<file path="config.mk">
export PLATFORM = sky130hd
export DESIGN_NAME = fu_alu_queue
export DESIGN_NICKNAME = d
export VERILOG_FILES = /design/src/rtl/fu_alu_queue_pkg.sv /design/src/rtl/fu_sync_fifo.sv /design/src/rtl/fu_alu_queue.sv
export SDC_FILE = /design/constraint.sdc
export NUM_CORES = 1
export LEC_CHECK = 0
export ABC_AREA = 1
export CORE_ASPECT_RATIO = 0.7
export CORE_UTILIZATION = 55
export DETAILED_ROUTE_END_ITERATION = 8
export MAX_ROUTING_LAYER = met4
export PLACE_DENSITY_LB_ADDON = 0.12
export REMOVE_ABC_BUFFERS = 1
export SYNTH_ARGS = -nofsm -noshare
export SYNTH_HDL_FRONTEND = slang
export SYNTH_HIERARCHICAL = 1
export SYNTH_SLANG_ARGS = --single-unit
</file>
<file path="constraint.sdc">
create_clock -name clk -period 7 [get_ports clk]
set_input_delay 1.75 -clock clk [delete_from_list [all_inputs] [get_ports clk]]
set_output_delay 1.75 -clock clk [all_outputs]
set_load 0.02 [all_outputs]
</file>
<file path="src/rtl/fu_alu_queue_pkg.sv">
// Shared definitions for the FU-stage ALU command queue: FSM state encodings and CSR bit indices.
package fu_alu_queue_pkg;

  // Bit positions shared by alu_csr_in and alu_csr_out.
  localparam int FU_CSR_PROT = 0;
  localparam int FU_CSR_OP1  = 1;
  localparam int FU_CSR_OP2  = 2;
  // On alu_csr_out, bit 2 carries the ALU "result valid" flag.
  localparam int FU_CSR_RES  = FU_CSR_OP2;

  localparam logic [2:0] FU_CSR_IN_IDLE = 3'b001;

  typedef enum logic [2:0] {
    S_IDLE    = 3'd0,
    S_W_OP1   = 3'd1,
    S_L_OP1   = 3'd2,
    S_W_OP2   = 3'd3,
    S_L_OP2   = 3'd4,
    S_COMPUTE = 3'd5,
    S_RELEASE = 3'd6
  } fu_state_e;

endpackage

</file>
<file path="src/rtl/fu_sync_fifo.sv">
// Synchronous first-word-fall-through FIFO with wrap-bit pointers; head reads 0 while empty.
module fu_sync_fifo #(
  parameter int W     = 8,
  parameter int DEPTH = 4
) (
  input  logic                   clk,
  input  logic                   reset,
  input  logic                   push,
  input  logic [W-1:0]           push_data,
  input  logic                   pop,
  output logic [W-1:0]           pop_data,
  output logic                   full,
  output logic                   empty,
  output logic [$clog2(DEPTH):0] count
);

  localparam int AW = $clog2(DEPTH);

  logic [W-1:0] mem [DEPTH];
  logic [AW:0]  wr_ptr;
  logic [AW:0]  rd_ptr;
  logic         do_push;
  logic         do_pop;

  assign full     = (wr_ptr[AW-1:0] == rd_ptr[AW-1:0]) && (wr_ptr[AW] != rd_ptr[AW]);
  assign empty    = (wr_ptr == rd_ptr);
  assign count    = wr_ptr - rd_ptr;
  assign do_push  = push && !full;
  assign do_pop   = pop && !empty;
  assign pop_data = empty ? '0 : mem[rd_ptr[AW-1:0]];

  always_ff @(posedge clk) begin
    if (reset) begin
      wr_ptr <= '0;
      rd_ptr <= '0;
    end else begin
      if (do_push) wr_ptr <= wr_ptr + 1'b1;
      if (do_pop)  rd_ptr <= rd_ptr + 1'b1;
    end
  end

  // Storage is data only and is never reset.
  always_ff @(posedge clk) begin
    if (do_push) mem[wr_ptr[AW-1:0]] <= push_data;
  end

endmodule

</file>
<file path="src/rtl/fu_alu_queue.sv">
// Queued front-end for the external FU-stage ALU: command FIFO, CSR handshake FSM, result FIFO.
// Optional watchdog on the ALU handshake is enabled by defining FU_ALU_TIMEOUT_EN.
module fu_alu_queue
  import fu_alu_queue_pkg::*;
#(
  parameter int DATA_W    = 32,
  parameter int ALUOP_W   = 4,
  parameter int CMD_DEPTH = 4,
  parameter int RSP_DEPTH = 2,
  parameter int TMO_CYC   = 256
) (
  input  logic                       clk,
  input  logic                       reset,
  input  logic                       req_valid,
  output logic                       req_ready,
  input  logic [ALUOP_W-1:0]         req_aluop,
  input  logic [DATA_W-1:0]          req_op1,
  input  logic [DATA_W-1:0]          req_op2,
  output logic                       rsp_valid,
  input  logic                       rsp_ready,
  output logic [DATA_W-1:0]          rsp_data,
  output logic                       rsp_err,
  output logic [ALUOP_W-1:0]         alu_aluop,
  output logic [DATA_W-1:0]          alu_op1,
  output logic [DATA_W-1:0]          alu_op2,
  input  logic [DATA_W-1:0]          alu_op3,
  input  logic [2:0]                 alu_csr_out,
  output logic [2:0]                 alu_csr_in,
  output logic                       busy,
  output logic [$clog2(CMD_DEPTH):0] cmd_count
);

  localparam int CMD_W = ALUOP_W + 2 * DATA_W;

  fu_state_e                  state;
  logic [2:0]                 csr_in;
  logic                       cmd_push;
  logic                       cmd_pop;
  logic                       cmd_full;
  logic                       cmd_empty;
  logic [CMD_W-1:0]           cmd_head;
  logic                       rsp_push;
  logic                       rsp_pop;
  logic                       rsp_full;
  logic                       rsp_empty;
  logic [DATA_W:0]            rsp_wdata;
  logic [DATA_W:0]            rsp_head;
  logic [$clog2(RSP_DEPTH):0] unused_rsp_count;
  logic                       wait_done;
  logic                       res_done;
  logic                       tmo_fire;

  assign req_ready  = !cmd_full;
  assign cmd_push   = req_valid && req_ready;
  // Issue only when the result FIFO can take the eventual writeback.
  assign cmd_pop    = (state == S_IDLE) && !cmd_empty && !rsp_full;
  assign rsp_valid  = !rsp_empty;
  assign rsp_pop    = rsp_valid && rsp_ready;
  assign rsp_data   = rsp_head[DATA_W-1:0];
  assign rsp_err    = rsp_head[DATA_W];
  assign busy       = (state != S_IDLE);
  assign alu_csr_in = csr_in;

  assign res_done  = (state == S_COMPUTE) && alu_csr_out[FU_CSR_RES];
  assign wait_done = ((state == S_W_OP1) && alu_csr_out[FU_CSR_PROT]) ||
                     ((state == S_W_OP2) && alu_csr_out[FU_CSR_OP1])  ||
                     res_done;

`ifdef FU_ALU_TIMEOUT_EN
  localparam int TW = $clog2(TMO_CYC + 1);

  logic [TW-1:0] tmo_cnt;
  logic          waiting;

  assign waiting  = (state == S_W_OP1) || (state == S_W_OP2) || (state == S_COMPUTE);
  assign tmo_fire = waiting && !wait_done && (tmo_cnt == TW'(TMO_CYC - 1));

  // Counter restarts whenever the FSM leaves a wait state.
  always_ff @(posedge clk) begin
    if (reset || !waiting || wait_done || tmo_fire) tmo_cnt <= '0;
    else                                            tmo_cnt <= tmo_cnt + 1'b1;
  end

  assign rsp_push  = res_done || tmo_fire;
  assign rsp_wdata = tmo_fire ? {1'b1, {DATA_W{1'b0}}} : {1'b0, alu_op3};
`else
  logic unused_tmo_cfg;

  assign unused_tmo_cfg = (TMO_CYC > 0);
  assign tmo_fire       = 1'b0;
  assign rsp_push       = res_done;
  assign rsp_wdata      = {1'b0, alu_op3};
`endif

  fu_sync_fifo #(.W(CMD_W), .DEPTH(CMD_DEPTH)) u_cmd_fifo (
    .clk       (clk),
    .reset     (reset),
    .push      (cmd_push),
    .push_data ({req_aluop, req_op1, req_op2}),
    .pop       (cmd_pop),
    .pop_data  (cmd_head),
    .full      (cmd_full),
    .empty     (cmd_empty),
    .count     (cmd_count)
  );

  fu_sync_fifo #(.W(DATA_W + 1), .DEPTH(RSP_DEPTH)) u_rsp_fifo (
    .clk       (clk),
    .reset     (reset),
    .push      (rsp_push),
    .push_data (rsp_wdata),
    .pop       (rsp_pop),
    .pop_data  (rsp_head),
    .full      (rsp_full),
    .empty     (rsp_empty),
    .count     (unused_rsp_count)
  );

  always_ff @(posedge clk) begin
    if (reset) begin
      state     <= S_IDLE;
      csr_in    <= FU_CSR_IN_IDLE;
      alu_aluop <= '0;
      alu_op1   <= '0;
      alu_op2   <= '0;
    end else begin
      case (state)
        S_IDLE: begin
          csr_in <= FU_CSR_IN_IDLE;
          if (cmd_pop) begin
            {alu_aluop, alu_op1, alu_op2} <= cmd_head;
            state <= S_W_OP1;
          end
        end
        S_W_OP1: begin
          if (alu_csr_out[FU_CSR_PROT]) begin
            csr_in[FU_CSR_OP1] <= 1'b1;
            state <= S_L_OP1;
          end
        end
        S_L_OP1: begin
          csr_in[FU_CSR_OP1] <= 1'b0;
          state <= S_W_OP2;
        end
        S_W_OP2: begin
          if (alu_csr_out[FU_CSR_OP1]) begin
            csr_in[FU_CSR_OP2] <= 1'b1;
            state <= S_L_OP2;
          end
        end
        S_L_OP2: begin
          csr_in[FU_CSR_OP2]  <= 1'b0;
          csr_in[FU_CSR_PROT] <= 1'b0;
          state <= S_COMPUTE;
        end
        S_COMPUTE: begin
          if (alu_csr_out[FU_CSR_RES]) begin
            csr_in[FU_CSR_PROT] <= 1'b1;
            state <= S_RELEASE;
          end
        end
        S_RELEASE: begin
          csr_in[FU_CSR_PROT] <= 1'b0;
          state <= S_IDLE;
        end
        default: begin
          csr_in <= FU_CSR_IN_IDLE;
          state  <= S_IDLE;
        end
      endcase
      // Watchdog abort overrides whatever the wait state would have done.
      if (tmo_fire) begin
        csr_in <= FU_CSR_IN_IDLE;
        state  <= S_RELEASE;
      end
    end
  end

endmodule

</file>
==> flow_metrics.tcl, run 1 <==
set metrics [dict create \
    status "finished, final reports clean" \
    netlist_area_mm2 0.0170 \
    max-cap-violations 0 \
    synthCells 1451 \
    routabilityCongestion 0.801 \
    vdd_ir_drop_max_uv 300 \
    holdCritPathClass "register to register" \
    chipWidth_um 212 \
    drive_gt1_frac 0.0985 \
    leakagePower_nw 7.42 \
    dr.pass1.iters 5 \
    layout_commonest_cell "edfxtp_1" \
    clk_pin_slew_ps 60 \
    timing.fmax_mhz 228 \
    cp.arrival_ps 2630 \
    power.density_mw_per_mm2 377 \
    cts-resized-gates 0 \
    clock_sinks 425 \
    ctsHoldBuffers 0 \
    setup_viol 0 \
    dieArea_mm2 0.0316 \
    slew_headroom 0.154 \
    layout.cells.non_filler 2088 \
    finalNetCount 1759 \
    grt_pass1_wl_um 56600 \
    cts_buffers 41 \
    whs_ps 461 \
    cts_root_buf "clkbuf_16" \
    fin_util 0.685 \
    ios 217 \
    postRouteWirelength_um 36500 \
    slew_violations 0 \
    postCtsSetupBuffers 0 \
    finalSetupTns_ps 0 \
    start_util 0.563 \
    yosys_warnings 6 \
    worst_slew_pin_slew_ps 1270 \
    coreArea_mm2 0.0302 \
    clockBufferDepth 3 \
    drtAntennaViolNets 0 \
    drt_iter0_markers 798 \
    clock-skew-final_ps 15.7 \
    crit_type "register to output port" \
    worstSetupStartpointType "register" \
    via_per_inst 5.23 \
    dp_hpwl_um 20700 \
    portBuffers 216 \
    via_count 10900 \
    grt_remaining_overflow 0 \
    worstPathMaxFanout 7 \
    post-place-cells 2012 \
    final_cell_mix "edfxtp_1, nor2_1, clkdlybuf4s50_1" \
    grt_pass1_vias 10400 \
    postSynthAreaPerCell_um2 11.7 \
    htreeDepth 2 \
    cp_data_required_time_ps 5250 \
    period_minus_slack_ps 4380 \
    area_delta_synth_final_pct 21.7 \
    final_hold_viol_count 0 \
    min_period_over_period 0.625 \
    die_y_um 149 \
    grt_max_degree 137 \
    track_usage 0.239 \
    rows 53 \
    crit_path_end_kind "output port" \
    power_mw 7.79 \
    antenna_found_initial 1 \
    rsz0062_at_grt "false" \
    clkLatencyLatePin_ps 540 \
    tritoncts "done" \
    wl_per_cell_um 17.5 \
    drc_errors 0 \
    reg2reg_setup_slack_ps 3220 \
]
==> worst max-delay path, stage by stage, from the launching register on <==
cell             delay [ps]
dfxtp_1                 400
inv_1                   110
ha_1                    320
nand2_1                 110
inv_1                   100
nand3_1                 230
inv_1                   160
inv_1                    70
clkdlybuf4s50_1         600
==> metal layers <==
metal,vias up,track usage,part of all wire
met5,-,-,0
met4,0,0.0616,0.019
met3,58,0.0320,0.058
met2,344,0.368,0.46
met1,5184,0.339,0.46
li1,5340,-,-
==> report_power, final <==
group	internal (mW)	leakage, nW	switching (mW)
Clock	1.35	0.678	0.923
Sequential	2.98	3.80	0.152
Combinational	0.792	2.94	1.59
Total	5.13	7.42	2.66
==> layout make-up <==
type                            instances  area, um2
Timing Repair Buffer                  228       2250
Tap cell                              412        515
Clock inverter                         20        244
Multi-Input combinational cell        869       4290
Clock buffer                           55       1160
Sequential cell                       425      11900
Antenna cell                            1       2.50
Fill cell                            2230       9510
Inverter                               78        303
==> sequential cells by signal, summed over array words and instances (netlist names), named ones only <==
| name | flops |
|---|---|
| u_cmd_fifo/mem | 272 |
| u_rsp_fifo/mem | 66 |
| alu_op1 | 32 |
| alu_op2 | 32 |
| alu_aluop | 4 |
| alu_csr_in | 3 |
| state | 3 |
| u_cmd_fifo/rd_ptr | 3 |
| u_cmd_fifo/wr_ptr | 3 |
| u_rsp_fifo/rd_ptr | 2 |
| u_rsp_fifo/wr_ptr | 2 |
==> stage by stage <==
step,cell area (um2),setup slack (ps)
floorplan,16400,1530
CTS,20700,2590
global placement,19300,2870
detailed placement,19300,2840
finish,20700,2620
global route,20700,2430
==> final timing paths <==
path,start,end,depth (start not counted)
setup / recovery,u_cmd_fifo/wr_ptr[0]$_SDFFE_PP0P_,req_ready,8
hold / removal,alu_op2[30]$_SDFFE_PP0P_,alu_op2[30]$_SDFFE_PP0P_,2
setup reg to reg,u_cmd_fifo/wr_ptr[0]$_SDFFE_PP0P_,u_cmd_fifo/rd_ptr[2]$_SDFFE_PP0P_,14
hold reg to reg,alu_op2[30]$_SDFFE_PP0P_,alu_op2[30]$_SDFFE_PP0P_,2
(Power assumes the default switching activity.)
==> run 2: changes to the inputs <==
==> constraint.sdc (replaced) <==
create_clock -name clk -period 4.3 [get_ports clk]
set_input_delay 1.075 -clock clk [delete_from_list [all_inputs] [get_ports clk]]
set_output_delay 1.075 -clock clk [all_outputs]
set_load 0.02 [all_outputs]
==> run 2 against run 1 <==
  * Critical path depth did not move
  * Routed wire length grew 1.3%
  * Critical path type unchanged
  * Clock power grew 47%
  * Largest cell class unchanged
  * Sequential share of layout area up 0.32 points
  * Via count increased by 0.69%
  * Power grew 59%
  * Register-to-register slack got worse by 1900 ps
==> flow_metrics.tcl, run 2 (same netlist as run 1, synthesis figures left out) <==
set metrics [dict create \
    max-cap-violations 0 \
    drc_errors 0 \
    reg2reg_depth 14 \
    area_delta_synth_final_pct 21.0 \
    rows 53 \
    ios 217 \
    dr.pass1.iters 6 \
    drive_gt1_frac 0.0973 \
    wl_per_cell_um 17.7 \
    timing.fmax_mhz 270 \
    portBuffers 216 \
    clock-skew-final_ps 29.0 \
    cts_buffers 40 \
    clockBufferDepth 3 \
    worstPathMaxFanout 7 \
    rsz0062_at_grt "false" \
    drt_iter0_markers 944 \
    cp.arrival_ps 2630 \
    ctsHoldBuffers 0 \
    drtAntennaViolNets 0 \
    wl_met3_um 2480 \
    via_per_inst 5.27 \
    min_period_over_period 0.863 \
    tritoncts "done" \
    multi_input_area_mm2 0.00429 \
    final_hold_viol_count 0 \
    cts-resized-gates 0 \
    final_cell_mix "edfxtp_1, nor2_1, clkdlybuf4s50_1" \
    status "finished, final reports clean" \
    htreeDepth 2 \
    postRouteWirelength_um 37000 \
    dieArea_mm2 0.0316 \
    grt_pass1_vias 10600 \
    preCtsSetupSlack_ps 1170 \
    n_fill_cell 2224 \
    grt_pass1_wl_um 57200 \
    layout_commonest_cell "edfxtp_1" \
    start_util 0.563 \
    grt_max_degree 137 \
    track_usage 0.243 \
    worstSetupStartpointType "register" \
    leakagePower_nw 7.36 \
    power.density_mw_per_mm2 601 \
    postPlaceCellArea_mm2 0.0193 \
    via_count 11000 \
    chipWidth_um 212 \
    slew_headroom 0.166 \
    period_minus_slack_ps 3710 \
    setup_slack_ps 591 \
    grt_remaining_overflow 0 \
    finalSetupTns_ps 0 \
    routed.top_layer "met4" \
    fin_area_mm2 0.0205 \
    postCtsSetupBuffers 0 \
    cp_data_required_time_ps 3220 \
    slew_violations 0 \
    cts_root_buf "clkbuf_16" \
    dp_hpwl_um 21100 \
    regArea_mm2 0.0119 \
    largest_register_ff_count 272 \
    clock_sinks 425 \
    holdCritPathClass "register to register" \
    clk_pin_slew_ps 60 \
    crit_type "register to output port" \
    crit_path_end_kind "output port" \
    wl_met2_um 17200 \
    coreArea_mm2 0.0302 \
    antenna_found_initial 0 \
    finalNetCount 1760 \
    clkLatencyLatePin_ps 560 \
    worst_slew_pin_slew_ps 1250 \
    setup_viol 0 \
    drt-met1-wl_um 16600 \
    routabilityCongestion 0.793 \
    die_y_um 149 \
    hold_depth 2 \
    diodes 0 \
    vdd_ir_drop_max_uv 592 \
]
run 2: changes by cell type in the layout (fill, tap and decap cells not counted), sizes merged:
cell,previous run,this run
bufinv,5,0
buf,13,15
clkinvlp,4,3
diode,1,0
clkinv,9,15
clkbuf,55,54
run 2: layout make-up:
cell class / instances / share of cell area
Sequential cell: 425 / 0.579
Multi-Input combinational cell: 869 / 0.209
Timing Repair Buffer: 230 / 0.112
Clock buffer: 54 / 0.0543
Tap cell: 412 / 0.0251
Inverter: 78 / 0.0147
Clock inverter: 20 / 0.00609
run 2: critical path, cell delays in order (launching register included):
cell and delay, ps:
dfxtp_1 410, inv_1 120, ha_1 330, nand2_1 110, inv_1 90, nand3_1 210
inv_1 150, inv_1 70, clkdlybuf4s50_1 600
run 2: worst paths after layout:
kind,to,from,slack (ps)
min,alu_aluop[1]$_SDFFE_PP0P_,alu_aluop[1]$_SDFFE_PP0P_,460
min reg2reg,alu_aluop[1]$_SDFFE_PP0P_,alu_aluop[1]$_SDFFE_PP0P_,460
max,req_ready,u_cmd_fifo/wr_ptr[0]$_SDFFE_PP0P_,590
max reg2reg,u_cmd_fifo/rd_ptr[2]$_SDFFE_PP0P_,u_cmd_fifo/wr_ptr[0]$_SDFFE_PP0P_,1310
run 2: power by group:
group          leakage [nW]  switching, mW  internal (mW)
clock network         0.605           1.51           1.84
logic                  2.96           2.61           1.31
registers              3.80          0.232           4.85
run 2: metrics by stage:
stage / cells / util / power, mW / hold slack, ps
floorplan: 1372 / - / 7.55 / 475
global placement: 2014 / 0.640 / 9.03 / 453
detailed placement: 2014 / 0.640 / 9.10 / 456
CTS: 2088 / 0.681 / 12.5 / 465
global route: 2088 / 0.681 / 13.0 / 478
finish: 2088 / 0.681 / 12.4 / 462
run 2: metal layers:
layer,vias up,global-route usage
li1,5340,-
met3,52,0.0387
met4,0,0.0768
met5,-,-
met2,368,0.365
met1,5241,0.343
==> run 3: changes to the inputs <==
--- a/config.mk
+++ b/config.mk
@@ -7,7 +7,7 @@
 export LEC_CHECK = 0
 export ABC_AREA = 1
 export CORE_ASPECT_RATIO = 0.7
-export CORE_UTILIZATION = 55
+export CORE_UTILIZATION = 60
 export DETAILED_ROUTE_END_ITERATION = 8
 export MAX_ROUTING_LAYER = met4
 export PLACE_DENSITY_LB_ADDON = 0.12
==> constraint.sdc (replaced) <==
create_clock -name clk -period 4.75 [get_ports clk]
set_input_delay 1.1875 -clock clk [delete_from_list [all_inputs] [get_ports clk]]
set_output_delay 1.1875 -clock clk [all_outputs]
set_load 0.02 [all_outputs]
==> run 3 against run 2 <==
  * Worst hold slack better by 1.1 ps
  * Register-to-register slack improved by 410 ps
  * Worst setup slack better by 340 ps
  * Sequential share of layout area rose by 0.12 points
  * Cell count shrank 1.8%
  * Critical path type unchanged
  * Critical endpoint unchanged
  * Largest cell class unchanged
==> flow_metrics.tcl, run 3 (same netlist as run 1, synthesis figures left out) <==
set metrics [dict create \
    netSwitchingFraction 0.347 \
    grt_pass1_wl_um 57100 \
    r2r_end "u_cmd_fifo/mem[1][35]$_DFFE_PP_" \
    dp_hpwl_um 20800 \
    wl_per_cell_um 17.8 \
    fin_area_mm2 0.0205 \
    clock-skew-final_ps 16.1 \
    postRouteWirelength_um 36400 \
    drtAntennaViolNets 0 \
    worst_slew_pin_slew_ps 1070 \
    layout_commonest_cell "edfxtp_1" \
    antenna_found_initial 2 \
    dr.pass1.iters 5 \
    cts_root_buf "clkbuf_16" \
    rsz0062_at_grt "false" \
    grt_pass1_vias 10900 \
    post-place-cells 1974 \
    drt_iter0_markers 872 \
    combPwrFrac 0.308 \
    reg2reg_setup_slack_ps 1720 \
    r2r_start "u_cmd_fifo/wr_ptr[0]$_SDFFE_PP0P_" \
    largest_register_ff_count 272 \
    crit_end "req_ready" \
    setup_viol 0 \
    via_per_inst 5.43 \
    drc_errors 0 \
    power_mw 11.2 \
    die_y_um 143 \
    routabilityCongestion 0.844 \
    start_util 0.610 \
    clockBufferDepth 3 \
    period_minus_slack_ps 3820 \
    holdCritPathClass "register to register" \
    cts-resized-gates 0 \
    drive_gt1_frac 0.0937 \
    tritoncts "done" \
    area_delta_synth_final_pct 20.8 \
    worstPathMaxFanout 7 \
    clkPwrFrac 0.273 \
    rows 51 \
    clk_pin_slew_ps 60 \
    leakagePower_nw 7.37 \
    slew_violations 0 \
    clkLatencyLatePin_ps 540 \
    internal-power_mw 7.33 \
    status "finished, final reports clean" \
    cp_data_required_time_ps 3560 \
    ctsHoldBuffers 0 \
    track_usage 0.261 \
    crit_type "register to output port" \
    cts_buffers 40 \
    postPlaceCellArea_mm2 0.0193 \
    vdd_ir_drop_max_uv 377 \
    coreArea_mm2 0.0278 \
    dieArea_mm2 0.0290 \
    netSwitchingPower_mw 3.89 \
    htreeDepth 2 \
    finalNetCount 1761 \
    postCtsSetupBuffers 0 \
    portBuffers 216 \
    min_period_over_period 0.803 \
    slew_headroom 0.284 \
    max-cap-violations 0 \
    reg2reg_depth 10 \
    crit_path_end_kind "output port" \
    grt_remaining_overflow 0 \
    grt_max_degree 97 \
    layout.cells.non_filler 2050 \
    final_cell_mix "edfxtp_1, nor2_1, clkdlybuf4s50_1" \
    worstSetupStartpointType "register" \
    ios 217 \
    seqPwrFrac 0.420 \
    timing.fmax_mhz 262 \
    final_hold_viol_count 0 \
    chipWidth_um 203 \
    power.density_mw_per_mm2 547 \
    via_count 11100 \
    clock_sinks 425 \
    cp.arrival_ps 2630 \
    crit_start "u_cmd_fifo/wr_ptr[0]$_SDFFE_PP0P_" \
]
[run 3: changes by cell type in the layout (fill, tap and decap cells not counted), sizes merged]
cell and delta:
inv -1, clkinvlp -2, bufinv +2, diode +3
clkinv -3, clkbuf +3, buf +1
[run 3: final cells by class]
cell class	instances	area, um2
diodes	3	7.51
well taps	371	464
flip-flops and latches	425	11900
fillers	1891	7310
repair buffers	231	2300
clock buffers	57	1120
multi-input cells	869	4290
clock inverters	16	133
inverters	78	303
[run 3: worst min-delay path by stage]
stage | start | endpoint | slack [ps] | depth (start not counted)
after global placement | alu_op1[0]$_SDFFE_PP0P_ | alu_op1[0]$_SDFFE_PP0P_ | 450 | 2
after global routing | alu_op1[3]$_SDFFE_PP0P_ | alu_op1[3]$_SDFFE_PP0P_ | 480 | 2
after floorplan | u_rsp_fifo/rd_ptr[0]$_SDFFE_PP0P_ | register | 480 | 2
final | alu_op2[20]$_SDFFE_PP0P_ | alu_op2[20]$_SDFFE_PP0P_ | 460 | 2
after CTS | alu_op2[20]$_SDFFE_PP0P_ | alu_op2[20]$_SDFFE_PP0P_ | 460 | 2
after detailed placement | alu_op2[20]$_SDFFE_PP0P_ | alu_op2[20]$_SDFFE_PP0P_ | 450 | 2
[run 3: power by group through the flow]
stage	Clock [mW]	Combinational (mW)	Sequential, mW
5_1_grt	3.26	3.80	4.75
3_3_place_gp	0	3.37	4.78
4_1_cts	3.11	3.46	4.71
2_1_floorplan	0	1.84	5.00
3_5_place_dp	0	3.44	4.79
6_report	3.06	3.45	4.71
[run 3: per-stage QoR]
stage	utilization	hold slack, ps	worst slack (ps)	setup TNS (ps)
after floorplan	-	475	-162	-43740
after global placement	0.692	452	1520	0
after detailed placement	0.692	455	1480	0
after CTS	0.737	464	913	0
after global routing	0.737	481	777	0
final	0.737	463	935	0
[run 3: worst max-delay path, stage by stage (launching register included)]
cell             delay [ps]
dfxtp_1                 400
inv_1                   120
ha_1                    330
nand2_1                 120
inv_1                   100
nand3_1                 220
inv_1                   140
inv_1                    80
clkdlybuf4s50_1         600
[run 3: routing by layer]
layer	track usage	vias up	routed length [um]
li1	-	5339	-
met1	0.356	5365	16300
met2	0.410	369	17000
met3	0.0475	52	2430
met4	0.0685	0	651
met5	-	-	0
